--- config.mk ---
export PLATFORM = sky130hd
export DESIGN_NAME = fir_axis_out_fifo_flat
export DESIGN_NICKNAME = d
export VERILOG_FILES = /design/src/rtl/fir_pkg.sv /design/src/rtl/fir_axis_out_fifo_if.sv /design/src/rtl/fir_fifo_mem.sv /design/src/rtl/fir_axis_out_fifo.sv /design/src/flat_wrapper.sv
export SDC_FILE = /design/constraint.sdc
export NUM_CORES = 1
export LEC_CHECK = 0
export CORE_UTILIZATION = 55
export DETAILED_ROUTE_END_ITERATION = 6
export HOLD_SLACK_MARGIN = 0.06
export PLACE_DENSITY = 0.76
export SLEW_MARGIN = 0
export SYNTH_ARGS = -nofsm -noshare
export SYNTH_HDL_FRONTEND = slang
export SYNTH_SLANG_ARGS = --single-unit
--- constraint.sdc ---
create_clock -name axis_clk -period 5.62 [get_ports axis_clk]
set_input_delay 0.843 -clock axis_clk [delete_from_list [all_inputs] [get_ports axis_clk]]
set_output_delay 0.843 -clock axis_clk [all_outputs]
set_load 0.03 [all_outputs]
--- src/rtl/fir_pkg.sv ---
// fir_pkg: shared FIR stream constants and the stored beat type
package fir_pkg;
  localparam int FIR_DATA_W = 32;
  localparam int FIR_OUT_FIFO_DEPTH = 8;
  typedef struct packed {
    logic [FIR_DATA_W-1:0] data;
    logic                  last;
  } axis_beat_t;
endpackage

--- src/rtl/fir_axis_out_fifo_if.sv ---
// fir_axis_out_fifo_if: AXI-Stream beat channel (valid/ready/data/last)
interface fir_axis_out_fifo_if import fir_pkg::*; #(parameter int DATA_W = FIR_DATA_W);
  logic              tvalid;
  logic              tready;
  logic              tlast;
  logic [DATA_W-1:0] tdata;
  modport master(output tvalid, tdata, tlast, input tready);
  modport slave(input tvalid, tdata, tlast, output tready);
endinterface

--- src/rtl/fir_fifo_mem.sv ---
// fir_fifo_mem: 1-write/1-read register array of beats, async read, no reset
module fir_fifo_mem import fir_pkg::*; #(
  parameter int DEPTH = FIR_OUT_FIFO_DEPTH,
  localparam int ADDR_W = $clog2(DEPTH)
) (
  input  logic              clk,
  input  logic              we,
  input  logic [ADDR_W-1:0] waddr,
  input  axis_beat_t        wdata,
  input  logic [ADDR_W-1:0] raddr,
  output axis_beat_t        rdata
);
  axis_beat_t mem [DEPTH];
  always_ff @(posedge clk)
    if (we) mem[waddr] <= wdata;
  assign rdata = mem[raddr];
endmodule

--- src/rtl/fir_axis_out_fifo.sv ---
// fir_axis_out_fifo: FWFT output FIFO between FIR Y stream and WB bridge.
// Define FIR_OUT_FIFO_STATS_EN to add stats_clr/hi_water/frame_cnt.
module fir_axis_out_fifo import fir_pkg::*; #(
  parameter int DATA_W = FIR_DATA_W,
  parameter int DEPTH = FIR_OUT_FIFO_DEPTH,
  localparam int ADDR_W = $clog2(DEPTH)
) (
  input  logic                axis_clk,
  input  logic                axis_rst_n,
  fir_axis_out_fifo_if.slave  s_axis,
  fir_axis_out_fifo_if.master m_axis,
  output logic [ADDR_W:0]     count,
  output logic                full,
  output logic                empty
`ifdef FIR_OUT_FIFO_STATS_EN
  ,
  input  logic                stats_clr,
  output logic [ADDR_W:0]     hi_water,
  output logic [15:0]         frame_cnt
`endif
);
  logic [ADDR_W-1:0] wr_ptr, rd_ptr;
  logic [ADDR_W:0]   count_nxt;
  logic              rst_q, push, pop;
  axis_beat_t        rd_beat;
  assign full  = count == (ADDR_W+1)'(DEPTH);
  assign empty = count == '0;
  // rst_q keeps the producer stalled for one cycle after reset release
  assign s_axis.tready = ~full & rst_q;
  assign push = s_axis.tvalid & s_axis.tready;
  assign pop  = m_axis.tvalid & m_axis.tready;
  assign m_axis.tvalid = ~empty;
  assign m_axis.tdata  = empty ? '0 : rd_beat.data;
  assign m_axis.tlast  = ~empty & rd_beat.last;
  assign count_nxt = count + (ADDR_W+1)'(push) - (ADDR_W+1)'(pop);
  fir_fifo_mem #(.DEPTH(DEPTH)) u_mem (
    .clk   (axis_clk),
    .we    (push & axis_rst_n),
    .waddr (wr_ptr),
    .wdata ({s_axis.tdata, s_axis.tlast}),
    .raddr (rd_ptr),
    .rdata (rd_beat)
  );
  always_ff @(posedge axis_clk) begin
    rst_q <= axis_rst_n;
    if (!axis_rst_n) begin
      wr_ptr <= '0;
      rd_ptr <= '0;
      count  <= '0;
    end else begin
      if (push) wr_ptr <= wr_ptr + 1'b1;
      if (pop) rd_ptr <= rd_ptr + 1'b1;
      count <= count_nxt;
    end
  end
`ifdef FIR_OUT_FIFO_STATS_EN
  always_ff @(posedge axis_clk) begin
    if (!axis_rst_n || stats_clr) begin
      hi_water  <= '0;
      frame_cnt <= '0;
    end else begin
      if (count_nxt > hi_water) hi_water <= count_nxt;
      if (pop && m_axis.tlast) frame_cnt <= frame_cnt + 16'd1;
    end
  end
`endif
endmodule

--- src/flat_wrapper.sv ---
// flat-port wrapper written by rule: the top's interface ports become plain ports
module fir_axis_out_fifo_flat import fir_pkg::*;
#(
  parameter int DATA_W = FIR_DATA_W,
  parameter int DEPTH = FIR_OUT_FIFO_DEPTH,
  localparam int ADDR_W = $clog2(DEPTH)
)
  (axis_clk, axis_rst_n, count, full, empty, s_axis_tvalid, s_axis_tdata, s_axis_tlast, s_axis_tready, m_axis_tvalid, m_axis_tdata, m_axis_tlast, m_axis_tready);
  fir_axis_out_fifo_if #(.DATA_W(DATA_W)) s_axis_i ();
  fir_axis_out_fifo_if #(.DATA_W(DATA_W)) m_axis_i ();
  input  logic axis_clk;
  input  logic axis_rst_n;
  output logic [ADDR_W:0] count;
  output logic full;
  output logic empty;
  input wire logic [$bits(s_axis_i.tvalid)-1:0] s_axis_tvalid;
  input wire logic [$bits(s_axis_i.tdata)-1:0] s_axis_tdata;
  input wire logic [$bits(s_axis_i.tlast)-1:0] s_axis_tlast;
  output wire logic [$bits(s_axis_i.tready)-1:0] s_axis_tready;
  output wire logic [$bits(m_axis_i.tvalid)-1:0] m_axis_tvalid;
  output wire logic [$bits(m_axis_i.tdata)-1:0] m_axis_tdata;
  output wire logic [$bits(m_axis_i.tlast)-1:0] m_axis_tlast;
  input wire logic [$bits(m_axis_i.tready)-1:0] m_axis_tready;
  assign s_axis_i.tvalid = s_axis_tvalid;
  assign s_axis_i.tdata = s_axis_tdata;
  assign s_axis_i.tlast = s_axis_tlast;
  assign s_axis_tready = s_axis_i.tready;
  assign m_axis_tvalid = m_axis_i.tvalid;
  assign m_axis_tdata = m_axis_i.tdata;
  assign m_axis_tlast = m_axis_i.tlast;
  assign m_axis_i.tready = m_axis_tready;
  fir_axis_out_fifo #(.DATA_W(DATA_W), .DEPTH(DEPTH)) u_core (.axis_clk(axis_clk), .axis_rst_n(axis_rst_n), .s_axis(s_axis_i), .m_axis(m_axis_i), .count(count), .full(full), .empty(empty));
endmodule
==> qor.txt <==
GR Util met1 -> 27.0%
Synth Flop Type -> edfxtp_1
Worst Path Required -> 4780 ps
crit-path leading delay family -> flip-flops
leak pwr -> 3.98 nW
fin nets -> 609
Place WS -> 1920 ps
Max Freq -> 238 MHz
met2 usage in global routing -> 37.7%
I/O pin cnt -> 78
Setup TNS -> 0 ps
footprint of the multi-input gates -> 2240 sq um
Yosys Warn Count -> 0
drt total wl -> 20200 um
vias in the first global route -> 5319
Die H -> 141 um
initial antenna violation count -> 0
PD cells -> 444 nW/um^2
Sequential Area -> 8210 sq um
CP Capture Type -> output port
gr busiest metal -> met2
post-detailed-placement half-perimeter wirelength -> 10700 um
Rows -> 50
Die X -> 141 um
clock sink total -> 278
main area contributors after synthesis -> edfxtp_1 75%, mux4_2 14%, a22o_1 2.7%
Synth async-reset ratio -> 0%
crit-path max FO -> 53
Initial Util -> 56.3%
CP bufs+invs -> 2
R2R Setup Slk -> 2750 ps
top cells by count, synth -> 264 x edfxtp_1, 66 x mux4_2, 33 x a22o_1
Synth Register Bits -> 278
largest net degree at the start of global routing -> 54
Avg Inst Size Synth -> 22.5 sq um
Clock Path Buffers -> 3
Root Buffer Master -> clkbuf_16
ordered cell list for the critical path -> buf_4 -> mux4_2 -> a22o_1 -> clkdlybuf4s50_1
post-route antenna net violation count -> 0
hold buffers post-CTS -> 0
Worst Clk Skew -> 5.49 ps
Mapped Area -> 10600 sq um
grt met3 use -> 2.79%
DR iter-0 viols -> 340
Skew-Pair Late Insertion Delay -> 520 ps
r2r startpoint -> u_core.count[2]$_SDFF_PN0_
Synth area leader -> edfxtp_1
port bufs -> 77
VDD IR max -> 340 uV
share of layout cells above drive strength 1 -> 21.8%
filler instances -> 1197
outcome -> complete, no violations
TritonCTS clock tree -> built
RSZ-0062 raised after global routing -> no
DRC violations left -> 0
area grow syn2layout -> 17.8%
most numerous cell in the Yosys netlist -> edfxtp_1
Mapped Cells -> 470
gr usage total -> 21.2%
number of setup buffers added after CTS -> 0
top-area cell type share of the netlist area -> 75.0%
slowest stage cell on the critical path -> dfxtp_4
Num CTS Buffers -> 26
Synth cell types -> 32
CP arrival -> 3370 ps
total grt overflow -> 0
Pins Over Slew Limit -> 0
CP Launch Type -> flop
drt wl/cell -> 24.7 um
final setup violation count -> 0
worst hold path class -> flop to flop
TritonRoute pass-1 iters -> 4
CTS clk-pin slew, worst paths -> 60 ps
Hold Startpoint -> u_core.rd_ptr[2]$_SDFFE_PN0P_
core area -> 18800 sq um
H-tree depth -> 1
Seq/Total Area, Yosys -> 77.7%
final RePlAce weighted congestion -> 0.775
Final WS setup -> 1410 ps
final hold vios -> 0
max_slew headroom -> 28.6%
maxcap violations -> 0
Resized cells post-CTS -> 0
period utilization -> 74.9%
synthesized netlist net count -> 516
critical path type -> flop to output port
Vias -> 4949
actual slew at the worst max-slew pin -> 1070 ps
largest stage delay on the critical path -> 1050 ps
post-DR vias/cell -> 6.06
# diodes -> 0
Tmin final -> 4210 ps
first-pass GRT wire length -> 30800 um
DIE AREA -> 19800 sq um
EDFF count, synth -> 264
-- where the power goes --
part,switching [mW],leakage [nW],internal (mW)
clock network,0.699,0.396,0.970
registers,0.0980,2.49,2.31
logic,0.773,1.09,0.673
-- per-stage QoR --
step                      power [mW]  hold WS [ps]  cell area [sq um]  std cells  utilization [%]
after CTS                       5.57           499              12500        816             66.3
final                           5.52           495              12500        816             66.3
after global routing            5.72           533              12500        816             66.3
after floorplan                 3.38           449              10600        470                -
after global placement          3.88           464              11600        769             62.0
after detailed placement        3.91           491              11600        769             62.0
-- tightest hold or removal path: cells and delay by family (launching register included) --
| kind | cells | cell delay [ps] |
|---|---|---|
| flip-flops | 1 | 310 |
| multiplexers | 1 | 70 |
| AND/OR/NAND/NOR | 1 | 60 |
-- routing by layer --
| metal | vias to the layer above | share of wire, % | routed length (um) |
|---|---|---|---|
| li1 | 2166 | - | - |
| met5 | - | 0 | 0 |
| met2 | 154 | 54 | 10800 |
| met4 | 0 | 2.4 | 488 |
| met1 | 2586 | 39 | 7880 |
| met3 | 43 | 4.7 | 943 |
-- layout by cell type, fill, tap and decap left out, types with 2 or more instances in the layout --
cell type | synthesis | final
clkinv_2 | 0 | 5
clkdlybuf4s50_1 | 0 | 77
nor3_2 | 0 | 2
buf_4 | 3 | 11
dfxtp_1 | 14 | 12
nand2_1 | 5 | 5
a22o_1 | 33 | 33
bufinv_16 | 0 | 2
or3_1 | 4 | 4
ha_1 | 8 | 8
nor2_1 | 10 | 3
nor2_4 | 0 | 7
nand2b_1 | 2 | 2
clkinv_1 | 0 | 4
mux2i_1 | 3 | 3
a21oi_1 | 6 | 6
inv_1 | 10 | 10
nand3_1 | 4 | 4
o21ai_0 | 4 | 4
edfxtp_1 | 264 | 264
clkbuf_16 | 0 | 27
mux4_2 | 66 | 66
clkbuf_1 | 6 | 8
-- final timing paths --
path | cells after the start | to
max reg2reg | 6 | u_core.u_mem.mem[7][8]$_DFFE_PP_
max | 4 | m_axis_tdata[17]
min | 2 | u_core.rd_ptr[2]$_SDFFE_PN0P_
min reg2reg | 2 | u_core.rd_ptr[2]$_SDFFE_PN0P_
-- cell families after synthesis --
kind of cell             share of synthesized area [%]
AO/OA/AOI/OAI                                     3.28
XOR/XNOR                                        0.0829
adder cells (fa/ha/maj)                           1.14
buffers and inverters                             1.74
flip-flops                                        77.7
multiplexers                                      14.4
AND/OR/NAND/NOR                                   1.74
-- area by class of cell --
type	count	share of cell area, %
Sequential cell	278	66.0
Multi-Input combinational cell	158	18.0
Timing Repair Buffer	88	6.85
Clock buffer	35	5.67
Tap cell	234	2.35
Clock inverter	12	0.864
Inverter	11	0.332
-- registers in the layout, indices dropped and copies added (netlist names), named ones only --
name              flops
u_core.rd_ptr         3
u_core.wr_ptr         3
u_core.rst_q          1
u_core.count          4
u_core.u_mem.mem    264
Note: power is estimated with default switching activity, not from simulation.
